`src/rtl/uart_bus_slave.sv`:
```
// Memory-mapped 8N1 UART responder: TXD/RXD/CON word registers, level IRQ.
// Define UART_RX_FIFO_EN for a 4-entry RX FIFO instead of a single holding register.
`timescale 1ns/1ps
module uart_bus_slave #(
    parameter int          CLKS_PER_BIT = 10417,
    parameter logic [31:0] BASE_ADDR    = 32'h40000018
) (
    input  logic        reset,
    input  logic        clk,
    input  logic        rd,
    input  logic        wr,
    input  logic [31:0] addr,
    input  logic [31:0] wdata,
    output logic [31:0] rdata,
    input  logic        uart_rx,
    output logic        uart_tx,
    output logic        irq
);
    localparam int CW = (CLKS_PER_BIT > 1) ? $clog2(CLKS_PER_BIT) : 1;
    localparam logic [CW-1:0] C_LAST = CW'(CLKS_PER_BIT - 1);
    localparam logic [CW-1:0] C_HALF = CW'(CLKS_PER_BIT / 2 - 1);
    localparam logic [29:0] A_TXD = BASE_ADDR[31:2];
    localparam logic [29:0] A_RXD = A_TXD + 30'd1;
    localparam logic [29:0] A_CON = A_TXD + 30'd2;

    typedef enum logic [1:0] {S_IDLE, S_START, S_DATA, S_STOP} state_t;

    logic w_sel_txd, w_sel_rxd, w_sel_con;
    logic w_wr_txd, w_wr_con, w_rd_rxd, w_rd_con;
    logic w_unused;

    assign w_sel_txd = (addr[31:2] == A_TXD);
    assign w_sel_rxd = (addr[31:2] == A_RXD);
    assign w_sel_con = (addr[31:2] == A_CON);
    assign w_wr_txd  = wr & w_sel_txd;
    assign w_wr_con  = wr & w_sel_con;
    assign w_rd_rxd  = rd & w_sel_rxd;
    assign w_rd_con  = rd & w_sel_con;
    assign w_unused  = ^{addr[1:0], wdata[31:8]};

    state_t          r_tx_st;
    logic [CW-1:0]   r_tx_cnt;
    logic [2:0]      r_tx_bit;
    logic [7:0]      r_tx_sh;
    logic [7:0]      r_txd;
    logic            r_tx_busy;
    logic            r_uart_tx;
    logic            w_tx_end;
    logic            w_tx_done_set;

    assign w_tx_end      = (r_tx_cnt == C_LAST);
    assign w_tx_done_set = (r_tx_st == S_STOP) && w_tx_end;
    assign uart_tx       = r_uart_tx;

    always_ff @(posedge clk or negedge reset) begin
        if (!reset) begin
            r_tx_st   <= S_IDLE;
            r_tx_cnt  <= '0;
            r_tx_bit  <= '0;
            r_tx_sh   <= '0;
            r_txd     <= '0;
            r_tx_busy <= 1'b0;
            r_uart_tx <= 1'b1;
        end else begin
            unique case (r_tx_st)
                S_IDLE: begin
                    if (w_wr_txd) begin
                        r_txd     <= wdata[7:0];
                        r_tx_sh   <= wdata[7:0];
                        r_tx_busy <= 1'b1;
                        r_tx_cnt  <= '0;
                        r_uart_tx <= 1'b0;
                        r_tx_st   <= S_START;
                    end
                end
                S_START: begin
                    if (w_tx_end) begin
                        r_tx_cnt  <= '0;
                        r_tx_bit  <= '0;
                        r_uart_tx <= r_tx_sh[0];
                        r_tx_sh   <= r_tx_sh >> 1;
                        r_tx_st   <= S_DATA;
                    end else begin
                        r_tx_cnt <= r_tx_cnt + 1'b1;
                    end
                end
                S_DATA: begin
                    if (w_tx_end) begin
                        r_tx_cnt <= '0;
                        if (r_tx_bit == 3'd7) begin
                            r_uart_tx <= 1'b1;
                            r_tx_st   <= S_STOP;
                        end else begin
                            r_tx_bit  <= r_tx_bit + 3'd1;
                            r_uart_tx <= r_tx_sh[0];
                            r_tx_sh   <= r_tx_sh >> 1;
                        end
                    end else begin
                        r_tx_cnt <= r_tx_cnt + 1'b1;
                    end
                end
                S_STOP: begin
                    if (w_tx_end) begin
                        r_tx_cnt  <= '0;
                        r_tx_busy <= 1'b0;
                        r_tx_st   <= S_IDLE;
                    end else begin
                        r_tx_cnt <= r_tx_cnt + 1'b1;
                    end
                end
            endcase
        end
    end

    logic            r_rx_s1, r_rx_s2, r_rx_d;
    state_t          r_rx_st;
    logic [CW-1:0]   r_rx_cnt;
    logic [2:0]      r_rx_bit;
    logic [7:0]      r_rx_sh;
    logic            w_rx_fall;
    logic            w_rx_end;
    logic            w_rx_stop_smp;
    logic            w_rx_deliver;
    logic            w_rx_ferr;

    assign w_rx_fall     = r_rx_d & ~r_rx_s2;
    assign w_rx_end      = (r_rx_cnt == C_LAST);
    assign w_rx_stop_smp = (r_rx_st == S_STOP) && w_rx_end;
    assign w_rx_deliver  = w_rx_stop_smp & r_rx_s2;
    assign w_rx_ferr     = w_rx_stop_smp & ~r_rx_s2;

    always_ff @(posedge clk or negedge reset) begin
        if (!reset) begin
            r_rx_s1  <= 1'b1;
            r_rx_s2  <= 1'b1;
            r_rx_d   <= 1'b1;
            r_rx_st  <= S_IDLE;
            r_rx_cnt <= '0;
            r_rx_bit <= '0;
            r_rx_sh  <= '0;
        end else begin
            r_rx_s1 <= uart_rx;
            r_rx_s2 <= r_rx_s1;
            r_rx_d  <= r_rx_s2;
            unique case (r_rx_st)
                S_IDLE: begin
                    r_rx_cnt <= '0;
                    if (w_rx_fall) r_rx_st <= S_START;
                end
                S_START: begin
                    // mid-start check rejects short glitches
                    if (r_rx_cnt == C_HALF) begin
                        r_rx_cnt <= '0;
                        r_rx_bit <= '0;
                        r_rx_st  <= r_rx_s2 ? S_IDLE : S_DATA;
                    end else begin
                        r_rx_cnt <= r_rx_cnt + 1'b1;
                    end
                end
                S_DATA: begin
                    if (w_rx_end) begin
                        r_rx_cnt <= '0;
                        r_rx_sh  <= {r_rx_s2, r_rx_sh[7:1]};
                        r_rx_bit <= r_rx_bit + 3'd1;
                        if (r_rx_bit == 3'd7) r_rx_st <= S_STOP;
                    end else begin
                        r_rx_cnt <= r_rx_cnt + 1'b1;
                    end
                end
                S_STOP: begin
                    if (w_rx_end) begin
                        r_rx_cnt <= '0;
                        r_rx_st  <= S_IDLE;
                    end else begin
                        r_rx_cnt <= r_rx_cnt + 1'b1;
                    end
                end
            endcase
        end
    end

    logic       w_rx_valid;
    logic       w_rx_valid_nxt;
    logic [7:0] w_rx_head;
    logic       w_ovr_set;

`ifdef UART_RX_FIFO_EN
    logic [7:0] r_fifo [4];
    logic [1:0] r_wp, r_rp;
    logic [2:0] r_cnt;
    logic [2:0] w_cnt_nxt;
    logic       w_pop, w_push, w_full;

    assign w_rx_valid     = (r_cnt != 3'd0);
    assign w_full         = r_cnt[2];
    assign w_rx_head      = r_fifo[r_rp];
    assign w_pop          = w_rd_rxd & w_rx_valid;
    // a pop on the same edge frees the slot for the incoming byte
    assign w_push         = w_rx_deliver & (~w_full | w_pop);
    assign w_ovr_set      = w_rx_deliver & w_full & ~w_pop;
    assign w_cnt_nxt      = r_cnt + {2'b0, w_push} - {2'b0, w_pop};
    assign w_rx_valid_nxt = (w_cnt_nxt != 3'd0);

    always_ff @(posedge clk or negedge reset) begin
        if (!reset) begin
            for (int i = 0; i < 4; i++) r_fifo[i] <= '0;
            r_wp  <= '0;
            r_rp  <= '0;
            r_cnt <= '0;
        end else begin
            if (w_push) begin
                r_fifo[r_wp] <= r_rx_sh;
                r_wp         <= r_wp + 2'd1;
            end
            if (w_pop) r_rp <= r_rp + 2'd1;
            r_cnt <= w_cnt_nxt;
        end
    end
`else
    logic [7:0] r_rxd;
    logic       r_rx_valid;

    assign w_rx_valid     = r_rx_valid;
    assign w_rx_head      = r_rxd;
    assign w_ovr_set      = w_rx_deliver & r_rx_valid & ~w_rd_rxd;
    assign w_rx_valid_nxt = w_rx_deliver | (r_rx_valid & ~w_rd_rxd);

    always_ff @(posedge clk or negedge reset) begin
        if (!reset) begin
            r_rxd      <= '0;
            r_rx_valid <= 1'b0;
        end else begin
            if (w_rx_deliver) r_rxd <= r_rx_sh;
            r_rx_valid <= w_rx_valid_nxt;
        end
    end
`endif

    logic [1:0] r_en;
    logic       r_tx_done, r_ovr, r_ferr, r_irq;
    logic [1:0] w_en_nxt;
    logic       w_tx_done_nxt, w_ovr_nxt, w_ferr_nxt;
    logic [31:0] w_con;

    // set beats the read-clear when both land on one edge
    assign w_en_nxt      = w_wr_con ? wdata[1:0] : r_en;
    assign w_tx_done_nxt = w_tx_done_set | (r_tx_done & ~w_rd_con);
    assign w_ovr_nxt     = w_ovr_set | (r_ovr & ~w_rd_con);
    assign w_ferr_nxt    = w_rx_ferr | (r_ferr & ~w_rd_con);
    assign w_con         = {25'b0, r_ferr, r_ovr, r_tx_busy,
                            w_rx_valid, r_tx_done, r_en};
    assign irq           = r_irq;

    always_ff @(posedge clk or negedge reset) begin
        if (!reset) begin
            r_en      <= '0;
            r_tx_done <= 1'b0;
            r_ovr     <= 1'b0;
            r_ferr    <= 1'b0;
            r_irq     <= 1'b0;
        end else begin
            r_en      <= w_en_nxt;
            r_tx_done <= w_tx_done_nxt;
            r_ovr     <= w_ovr_nxt;
            r_ferr    <= w_ferr_nxt;
            r_irq     <= (w_en_nxt[0] & w_tx_done_nxt)
                       | (w_en_nxt[1] & w_rx_valid_nxt);
        end
    end

    always_comb begin
        rdata = '0;
        if (rd) begin
            if (w_sel_txd)      rdata = {24'b0, r_txd};
            else if (w_sel_rxd) rdata = {24'b0, w_rx_head};
            else if (w_sel_con) rdata = w_con;
        end
    end
endmodule

```
`config.mk`:
```
export PLATFORM = sky130hd
export DESIGN_NAME = uart_bus_slave
export DESIGN_NICKNAME = d
export VERILOG_FILES = /design/src/rtl/uart_bus_slave.sv
export SDC_FILE = /design/constraint.sdc
export NUM_CORES = 1
export LEC_CHECK = 0
export ABC_AREA = 1
export BUFFER_PORTS_ARGS = -buffer_cell sky130_fd_sc_hd__buf_2
export CORE_MARGIN = 3
export CORE_UTILIZATION = 50
export CTS_CLUSTER_SIZE = 20
export DETAILED_ROUTE_END_ITERATION = 8
export GPL_TIMING_DRIVEN = 0
export PLACE_DENSITY = 0.85
export SLEW_MARGIN = 15
export SYNTH_ARGS = -nofsm -noshare
export SYNTH_HDL_FRONTEND = slang
export SYNTH_SLANG_ARGS = --single-unit
```
`constraint.sdc`:
```
create_clock -name clk -period 3.8 [get_ports clk]
set_clock_uncertainty 0.1 [all_clocks]
set_input_delay 0.38 -clock clk [delete_from_list [all_inputs] [get_ports clk]]
set_output_delay 0.38 -clock clk [all_outputs]
set_load 0.01 [all_outputs]
```
Word-level counts from Yosys, hierarchy flattened
Cells that the tools add are included.
- bits in registers: 82
- input bits: 69
- add/subtract/negate cells: 4
- equal/unequal tests: 25
- multiplexer cells: 44
- bitwise operators: 23
- reductions and logical operators: 19
- operator list (kind ; count):
    30-bit by 29-bit == test with 1-bit output (second input constant) ; 3
    14-bit 2-to-1 mux ; 4
    8-bit 2-to-1 mux ; 7
    14-bit case mux with 3 select lines ; 1
    14-bit by 1-bit adder with 14-bit output (second input constant) ; 2
    14-bit == test (second input constant) ; 2
    14-bit case mux with 2 select lines ; 1
    2-bit 2-to-1 mux ; 12
    8-bit case mux with 3 select lines ; 1
    2-bit != test (second input constant) ; 11
    2-bit case mux with 4 select lines ; 2
    1-bit bitwise AND ; 15
    3-bit 2-to-1 mux ; 5
    5-bit AND reduction ; 3
    14-bit by 13-bit == test with 1-bit output (second input constant) ; 1
    3-bit case mux with 2 select lines ; 2
    2-bit == test (second input constant) ; 4
    4-bit AND reduction ; 2
    7-bit 2-to-1 mux ; 1
    3-bit by 1-bit adder with 3-bit output (second input constant) ; 2
    3-bit == test (second input constant) ; 2
    1-bit 2-to-1 mux ; 6
    3-bit AND reduction ; 2
    2-bit nonzero test ; 3
    other kinds (11) ; 21

Depth between registers and ports, before layout
- word-level depth: 7
- gate-level depth with buffers: 11
- gate-level depth less buffers: 11

Worst setup path after synthesis
OpenSTA, ideal clock, no wires.
- path type: input-to-output
- from: input port addr[25]
- to: output port rdata[0]
- arrival: 1.409 ns
- required time: 3.320 ns
- setup slack: 1.911 ns
- stages: 8
- path through: nor2_1 nand3_1 nor2_2 buf_2 nand2_1 nor2_1 nor2_1 nor2_1
- word-level cells in the longest chain between the ends: 5
- elaborated cells on any way between the ends: 7
- classes of those cells: 3 x eq/ne; 4 x mux
- ends and longest elaborated chain (item ; line ; text):
    start: declaration ; 12 ; input logic [31:0] addr,
    30-bit by 29-bit == test with 1-bit output ; 34 ; assign w_sel_con = (addr[31:2] == A_CON);
    7-bit 2-to-1 mux ; 276 ; else if (w_sel_con) rdata = w_con;
    8-bit 2-to-1 mux ; 275 ; else if (w_sel_rxd) rdata = {24'b0, w_rx_head};
    8-bit 2-to-1 mux * ; 274 ; if (w_sel_txd) rdata = {24'b0, r_txd};
    8-bit 2-to-1 mux * ; 273 ; if (rd) begin
    end: declaration ; 14 ; output logic [31:0] rdata,
Mark *: on every way between the ends. The rest lies on a longest branch, timed or not.

Final worst setup path
- from: input port addr[5]
- to: output port rdata[3]
The elaborated chain is that of the path after synthesis.

==> run metrics <==
Post-DP Area=0.00539 sq mm; share of post-route cells with drive strength above 1=0.168; multi-input logic area=0.00232 sq mm; Die W=105 um; crit share post-route=0.628; Net Sw Power=0.596 mW; r2r startpoint=r_tx_st[0]; min-delay worst type=primary input to register; Slew Viols, Final=0; PwrDens=335 mW/mm^2; Worst R2R End=r_tx_sh[2]; Core Area=0.00933 sq mm; MaxCap Viol Count=0; WL final=10.7 mm; Die Ht=105 um; WL/cell=12.1 um; io pins=103; Area Overhead vs Synth=15.4%; Worst Setup End Kind=primary output; sequential cell area=0.00206 sq mm; VDD IR max=0.406 mV; Post-synth ARST share=1.00; Post-Synthesis Cells=661; CTS root buf=clkbuf_8; Worst Hold End=r_en[1]; Final Hold Fails=0; sequential area share after synthesis=0.423; clk_lat worst skew=0.36 ns; detail-routed via count per cell=5.02; post-route cell area=0.00560 sq mm; Top FF cell, synth=dfrtp_1; hold path startpoint=wdata[1]; number of global-route vias before repair=4,400; Max FO, Critical Path=10; drt drc=0; Hold Path Depth=3; Initial Utilization=0.521; switch share=0.317; DR pass1 iterations=5; crit path kind=primary input to primary output; Leakage=2.98 nW; Clock power frac=0.336; initial DRC count=258; initial antenna violation count=0; antenna-violating nets left=0; RSZ-0062 raised after global routing=false; M1 WL=4.68 mm; setup TNS=0 ns; Combinational Power Share=0.146; cells resized by post-CTS repair=0; number of synthesized flops with an enable pin=0; Setup violations, final=0; # rows=35; required time of the worst setup path=3.32 ns; FMAX=419 MHz; status=complete, no violations; Critical Path AT=1.91 ns; GP Congestion=0.866; met2 wire len=5.48 mm; # diodes=0; clk slew on worst S/H paths=0.09 ns; Filler cells=835; Clock Sinks=82; CTS Buf Count=9; htree depth=3; Yosys warning total=0; Top Layer Used=met4; number of synthesized register bits=82; Syn Area/Cell=7.35 sq um; Yosys cell types=38; dpl hpwl=8.11 mm; Worst setup SP type=primary input; grt total ovfl=0; Internal=1.28 mW; global-route wire length before repair=18.9 mm; Die Area=0.0109 sq mm; largest net degree at the start of global routing=58; wire length on met3=370 um; cell area after synthesis=0.00486 sq mm; Tot Pwr=1.88 mW; Worst R2R Setup Slack=1.85 ns; port buffer count=51; Final nets=832; gr usage total=0.204; r2r worst-path depth=7; part of the power in registers=0.518; CTS tree=yes; DR vias=4,433; final core utilization=0.601; Longest Clk Path Bufs=2; Final Critical Period=2.39 ns
sequential cells by signal (all words and copies together), names as in the netlist, 2 cells and up, named ones only:
signal and count:
r_txd 8, r_rx_cnt 14, r_tx_st 2, r_en 2
r_rx_sh 8, r_rxd 8, r_tx_cnt 14, r_rx_bit 3
r_tx_sh 8, r_tx_bit 3
cells in the mapped netlist, types with 2 or more instances:
master	count	area (sq um)
nand4_1	12	75.1
nand2_2	3	18.8
nand3_1	60	300
dfstp_2	4	105
buf_2	2	10.0
dfrtp_1	78	1950
buf_6	3	33.8
nor2_1	85	319
clkbuf_1	5	18.8
a21oi_1	5	25.0
o21ai_1	13	65.1
buf_4	24	180
inv_1	79	297
or2_2	2	12.5
ha_1	14	175
nand2_1	184	691
xor2_1	3	26.3
nor3_1	10	50.1
o21ai_0	46	230
nor2_2	3	18.8
inv_2	2	7.51
o21ai_2	8	70.1
area by class of cell:
| class | count | share of cell area |
|---|---|---|
| multi-input cells | 485 | 0.414 |
| flip-flops and latches | 82 | 0.367 |
| inverters | 82 | 0.0549 |
| repair buffers | 54 | 0.0545 |
| plain buffers | 35 | 0.0460 |
| well taps | 129 | 0.0288 |
| clock buffers | 9 | 0.0221 |
| clock inverters | 7 | 0.0125 |
through the flow:
stage	hold slack (ns)	std cells	worst slack, ns
2_1_floorplan	-0.0156	684	1.91
3_3_place_gp	0.248	864	1.55
3_5_place_dp	0.209	865	1.47
4_1_cts	0.00222	882	1.47
5_1_grt	0.188	883	1.29
6_report	0.202	883	1.41
layout by cell type, fill, tap and decap left out, types with 2 or more instances in the layout:
| cell | instances |
|---|---|
| inv_1 | 79 |
| clkbuf_1 | 5 |
| nand4_1 | 12 |
| o21ai_0 | 46 |
| clkbuf_8 | 9 |
| ha_1 | 14 |
| nand2_2 | 3 |
| inv_2 | 2 |
| conb_1 | 24 |
| a21oi_1 | 5 |
| nand2_1 | 184 |
| dfrtp_1 | 78 |
| xor2_1 | 3 |
| dlygate4sd3_1 | 2 |
| or2_2 | 2 |
| nor3_1 | 10 |
| nor2_2 | 3 |
| buf_6 | 3 |
| dfstp_2 | 4 |
| buf_4 | 25 |
| buf_2 | 52 |
| nor2_1 | 85 |
| o21ai_2 | 8 |
| inv_6 | 4 |
| o21ai_1 | 13 |
| nand3_1 | 60 |
routing by layer:
metal  track usage  vias up
met3        0.0334       23
met1         0.253     2077
met2         0.362      101
li1              -     2232
met4        0.0646        0
met5             0        -
power groups by stage:
stage,clock network (mW),logic [mW],registers [mW]
after CTS,0.639,0.273,0.973
after detailed placement,0,0.271,0.990
after global placement,0,0.254,0.987
final,0.632,0.273,0.974
after floorplan,0,0.188,0.979
after global routing,0.677,0.322,0.984
worst max-delay path, stage by stage:
cell and delay (ns):
buf_2 0.11, inv_1 0.05, nand2_1 0.07, nor2_1 0.15, nand2_1 0.13, nor2_4 0.18
nand2_1 0.12, clkbuf_1 0.23, o21ai_0 0.25, nor2_1 0.08, buf_2 0.14
timing repair:
item | in CTS | in global routing
hold buffers | 1 | 1
setup buffers | 0 | 0
endpoints found under the hold margin | 22 | 1
endpoints found under the setup margin | 0 | 0
worst max-delay path by stage:
stage / from / endpoint / slack (ns) / cells past startpoint
finish: addr[5] / rdata[3] / 1.41 / 11
global route: addr[5] / rdata[3] / 1.29 / 11
CTS: addr[5] / rdata[3] / 1.47 / 11
detailed placement: addr[5] / rdata[3] / 1.47 / 11
global placement: addr[25] / rdata[3] / 1.55 / 10
floorplan: addr[25] / rdata[0] / 1.91 / 8
kinds of logic (layout without fill, tap and decap cells):
group | Yosys count | in the layout | share of synthesized area
buffers and inverters | 117 | 187 | 0.116
adders and majority gates | 14 | 14 | 0.0361
xor gates and xnor gates | 4 | 4 | 0.00721
AOI/OAI and AO/OA | 77 | 77 | 0.0896
other | 1 | 24 | 0.000772
and+or+nand+nor | 366 | 366 | 0.326
DFF | 82 | 82 | 0.423
Power figures use the tool's default switching activity.
